File: config.mk
export PLATFORM = sky130hd
export DESIGN_NAME = bcd_conv_sched
export DESIGN_NICKNAME = d
export VERILOG_FILES = /design/src/rtl/bcd_conv_sched.sv
export SDC_FILE = /design/constraint.sdc
export NUM_CORES = 1
export LEC_CHECK = 0
export ABC_AREA = 1
export CORE_MARGIN = 2
export CORE_UTILIZATION = 43
export CTS_CLUSTER_DIAMETER = 80
export DETAILED_ROUTE_END_ITERATION = 10
export PLACE_DENSITY = 0.89
export SETUP_SLACK_MARGIN = 0.15
export SYNTH_ARGS = -nofsm -noshare
export SYNTH_HDL_FRONTEND = slang
export SYNTH_SLANG_ARGS = --single-unit
File: constraint.sdc
create_clock -name clk -period 3.55 [get_ports clk]
set_input_delay 0.71 -clock clk [delete_from_list [all_inputs] [get_ports clk]]
set_output_delay 0.71 -clock clk [all_outputs]
set_load 0.02 [all_outputs]
File: src/rtl/bcd_conv_sched.sv
// bcd_conv_sched: round-robin arbiter sharing one binary->BCD converter
// among N_REQ sources, with saturation at MAX_VAL and a done pulse per result.
module bcd_conv_sched #(
    parameter int N_REQ    = 3,
    parameter int BIN_W    = 24,
    parameter int CONV_LAT = 1,
    parameter int MAX_VAL  = 9999999
) (
    input  logic                   clk,
    input  logic                   rst_n,
    input  logic [N_REQ-1:0]       req,
    input  logic [N_REQ*BIN_W-1:0] bin_in,
    output logic [N_REQ-1:0]       ack,
    output logic [N_REQ-1:0]       done,
    output logic [27:0]            bcd_out,
    output logic                   ovf,
    output logic                   busy,
    output logic [BIN_W-1:0]       conv_bin,
    input  logic [27:0]            conv_bcd
);

    localparam int PW = (N_REQ > 1) ? $clog2(N_REQ) : 1;
    localparam logic [BIN_W-1:0] MAX_V    = BIN_W'(MAX_VAL);
    localparam logic [3:0]       CNT_LAST = 4'(CONV_LAT);
    localparam logic [PW-1:0]    LAST_IDX = PW'(N_REQ - 1);

    typedef enum logic [1:0] {
        IDLE,
        WAIT,
        DONE
    } state_t;

    state_t           state, state_d;
    logic [PW-1:0]    ptr, ptr_d;
    logic [PW-1:0]    gidx, gidx_d;
    logic [3:0]       cnt, cnt_d;
    logic             ovf_pend, ovf_pend_d;
    logic [BIN_W-1:0] conv_bin_d;
    logic [27:0]      bcd_d;
    logic             ovf_d;
    logic [N_REQ-1:0] ack_d, done_d;

    logic             hit;
    logic [PW-1:0]    pick;
    logic [PW-1:0]    pick_nxt;
    logic [BIN_W-1:0] bin_sel;
    logic             sat;
    int               j;

    // First requesting source at or above ptr, wrapping around.
    always_comb begin
        hit  = 1'b0;
        pick = '0;
        j    = 0;
        for (int i = 0; i < N_REQ; i++) begin
            j = int'(ptr) + i;
            if (j >= N_REQ) j = j - N_REQ;
            if (!hit && req[j]) begin
                hit  = 1'b1;
                pick = PW'(j);
            end
        end
    end

    assign bin_sel  = bin_in[int'(pick)*BIN_W +: BIN_W];
    assign sat      = (bin_sel > MAX_V);
    assign pick_nxt = (pick == LAST_IDX) ? '0 : pick + 1'b1;

    // Next-state and next registered-output values.
    always_comb begin
        state_d    = state;
        ptr_d      = ptr;
        gidx_d     = gidx;
        cnt_d      = cnt;
        ovf_pend_d = ovf_pend;
        conv_bin_d = conv_bin;
        bcd_d      = bcd_out;
        ovf_d      = ovf;
        ack_d      = '0;
        done_d     = '0;
        unique case (state)
            IDLE: begin
                if (hit) begin
                    state_d    = WAIT;
                    gidx_d     = pick;
                    ptr_d      = pick_nxt;
                    cnt_d      = '0;
                    conv_bin_d = sat ? MAX_V : bin_sel;
                    ovf_pend_d = sat;
                    ack_d      = N_REQ'(1) << pick;
                end
            end
            WAIT: begin
                if (cnt == CNT_LAST) begin
                    state_d = DONE;
                    bcd_d   = conv_bcd;
                    ovf_d   = ovf_pend;
                    done_d  = N_REQ'(1) << gidx;
                end else begin
                    cnt_d = cnt + 1'b1;
                end
            end
            DONE: begin
                state_d = IDLE;
            end
            default: begin
                state_d = IDLE;
            end
        endcase
    end

    // State and registered outputs; reset drops any in-flight conversion.
    always_ff @(posedge clk or negedge rst_n) begin
        if (!rst_n) begin
            state    <= IDLE;
            ptr      <= '0;
            gidx     <= '0;
            cnt      <= '0;
            ovf_pend <= 1'b0;
            conv_bin <= '0;
            bcd_out  <= '0;
            ovf      <= 1'b0;
            ack      <= '0;
            done     <= '0;
            busy     <= 1'b0;
        end else begin
            state    <= state_d;
            ptr      <= ptr_d;
            gidx     <= gidx_d;
            cnt      <= cnt_d;
            ovf_pend <= ovf_pend_d;
            conv_bin <= conv_bin_d;
            bcd_out  <= bcd_d;
            ovf      <= ovf_d;
            ack      <= ack_d;
            done     <= done_d;
            busy     <= (state_d != IDLE);
        end
    end

endmodule

==> metrics.cfg <==
[cts]
post-cts-setup-buffers = 0
cts_resized = 0
cts_sinks = 71
clock_latency_ns = 0.35
cts_tree = built
holdBufCountCts = 0
cts_buffers = 9
cts_buffer_depth = 2
root_buffer = clkbuf_8
cts_htree_levels = 3
clkTransAtPathRegs_ns = 0.08

[timing]
finalSetupTns_ns = 0
setup-violations-final = 0
tightest_slew_ns = 0.9773
grt_setup_unrepaired = no
clock.fmax_mhz = 311.0
worst_clock_skew_ns = 0.01571
min_period_ns = 3.215
slew-limit-headroom = 0.3478
period_share = 0.9057
slew_viol_final = 0
finalHoldViolations = 0

[pwr]
cellLeakagePower_nw = 2.755
pwr-share-comb = 0.694
p_total_mw = 6.706
power.density_mw_per_mm2 = 1163
switching_power_mw = 3.463
swShare = 0.5163
pwr-share-seq = 0.209
internal_power_mw = 3.243
ir_drop_mv = 0.6865
clkPwrFrac = 0.096

[job]
cap_violations = 0

[detailed_routing]
wl_per_cell_um = 15.70
detail-route-antenna-nets = 0
drt_first_pass_iters = 5
vias = 3946
drc = 0
via_per_inst = 5.145
drtIter0Drc = 300
routed_wl_um = 12040

[grt]
grt_util_met2 = 0.4307
grt_use_met1 = 0.3022
antenna_found_initial = 0
grt_overflow = 0
grtUsageTotal = 0.2425
grt_pass1_vias = 3899
top_usage_layer = met2
grt_pass1_wl_um = 18860
grt_max_degree = 72
met3_usage = 0.04397

[logic_synthesis]
synthCells = 494
synth-seq-cells = 71
synth_cell_types = 32
yosysWarnings = 0
syn_area_per_cell_um2 = 7.778
synth_nets = 605
syn_area_mm2 = 0.003842
ys_seq_area_frac = 0.4624

[floorplanning]
rows = 34
die_h_um = 98.53
initial_utilization = 0.4428
dieArea_mm2 = 0.009708
ios = 165
die_w_um = 98.53
core_area_mm2 = 0.008678

[cells_and_area]
final_nets = 765
layout_commonest_cell = nand2_1
insertedDiodeCount = 0
layout_common_cells = nand2_1, clkdlybuf4s50_1, dfrtp_1, nand3_1, inv_1
utilization = 0.6642
syn_to_final_growth_pct = 50.02
drive_gt1_frac = 0.1002
final_cell_area_mm2 = 0.005764
layoutNonFillerInstCount = 767
fillers = 752

[worst_setup_path]
slowest_delay_ns = 0.54
slowest_stage = clkdlybuf4s50_1
path_class = in2reg
r2r-end = conv_bin[0]
startpoint_type = primary input
path_max_fanout = 28
critPathRequiredTime_ns = 3.77
cp_common_cell = nand3_1
end_kind = flip-flop
cp_cell_sequence = clkdlybuf4s50_1 > inv_1 > o21ai_2 > nand2_4 > nand3_1 > nand2_2 > nor2_8 > buf_12 > nand3b_1 > nand3_1 > inv_1 > nand3_1 > nand2_1 > nand2_1 > nand3_1 > nand2_4 > nand2_2 > nand2_4 > nand2_1
reg2reg_from = ptr[0]
rr_worst_depth = 21
critPathArrivalTime_ns = 3.44
r2r_slack_ns = 0.42

[run_status]
status = finished clean

[place]
dp_cells = 751
dp_hpwl_um = 9054
placed_cell_area_mm2 = 0.005524
gp_congestion = 0.9406
io_buffers = 164

[worst_hold_path]
hold_path.class = in2async

==> synth_stat cells (all sizes together) <==
cell type / count / area (µm²)
a21oi: 11 / 55.05
xor2: 2 / 17.52
dfrtp: 71 / 1777
clkbuf: 11 / 41.29
o31ai: 4 / 30.03
inv: 42 / 162.7
nand2: 199 / 827.0
mux2i: 1 / 10.01
nor3: 4 / 20.02
o21ai: 17 / 88.84
nand3: 52 / 292.8
o22ai: 10 / 62.56
buf: 10 / 98.84
nor2: 34 / 151.4
a31oi: 8 / 50.05
nand3b: 6 / 45.04
nand4: 4 / 25.02
or2: 2 / 12.52
ha: 6 / 75.07
==> cell type report <==
class,instances,area [µm²],area share
inverters,42,165.2,0.02865
clock inverters,5,57.56,0.009985
flip-flops and latches,71,1777,0.3082
clock buffers,11,141.4,0.02453
multi-input cells,360,1792,0.3108
well taps,108,135.1,0.02344
repair buffers,170,1697,0.2943
==> flip-flops by register name (all words and copies together), names as in the netlist <==
signal	cells
ack	3
state	2
busy	1
done	3
bcd_out	28
ovf_pend	1
gidx	2
conv_bin	24
ptr	2
cnt	4
ovf	1
==> power groups by stage <==
stage	Combinational, mW	Clock [mW]	Sequential, mW
2_1_floorplan	2.83	0	1.75
3_3_place_gp	4.35	0	1.40
3_5_place_dp	4.48	0	1.41
4_1_cts	4.51	0.652	1.40
5_1_grt	5.10	0.689	1.44
6_report	4.66	0.646	1.40
==> worst max path at each step <==
stage,startpoint,end,slack (ns),cells past startpoint
CTS,req[2],conv_bin[0],0.21,19
global route,req[1],conv_bin[0],0.17,21
global placement,req[2],ovf_pend,-0.06,19
floorplan,ptr[0],conv_bin[2],0.91,22
detailed placement,req[2],conv_bin[0],-0.14,19
finish,req[2],conv_bin[0],0.33,19
==> cell families (layout without fill, tap and decap cells) <==
| family | count (synthesis) | in the layout | synth area share |
|---|---|---|---|
| flip-flops | 71 | 71 | 0.4624 |
| multiplexers | 1 | 1 | 0.002605 |
| buffers and inverters | 63 | 228 | 0.07880 |
| AND/OR/NAND/NOR | 301 | 301 | 0.3575 |
| adder cells (fa/ha/maj) | 6 | 6 | 0.01954 |
| XOR/XNOR | 2 | 2 | 0.004560 |
| AO/OA/AOI/OAI | 50 | 50 | 0.07457 |
==> worst max-delay path: cells and delay by family <==
family | cells | cell delay (ns)
AOI/OAI and AO/OA | 1 | 0.17
buffers and inverters | 4 | 0.89
and+or+nand+nor | 14 | 1.66
==> stage by stage <==
step,hold slack (ns),setup slack [ns]
6_report,0.4600,0.3348
4_1_cts,0.4685,0.2092
3_5_place_dp,0.4575,-0.1356
5_1_grt,0.4730,0.1728
2_1_floorplan,0.4144,0.9146
3_3_place_gp,0.4534,-0.05867
==> layer usage <==
metal	wire, µm	vias up
li1	-	1903
met2	6395	149
met5	0	-
met1	4848	1876
met4	168	0
met3	630	18
(Power assumes the default switching activity.)
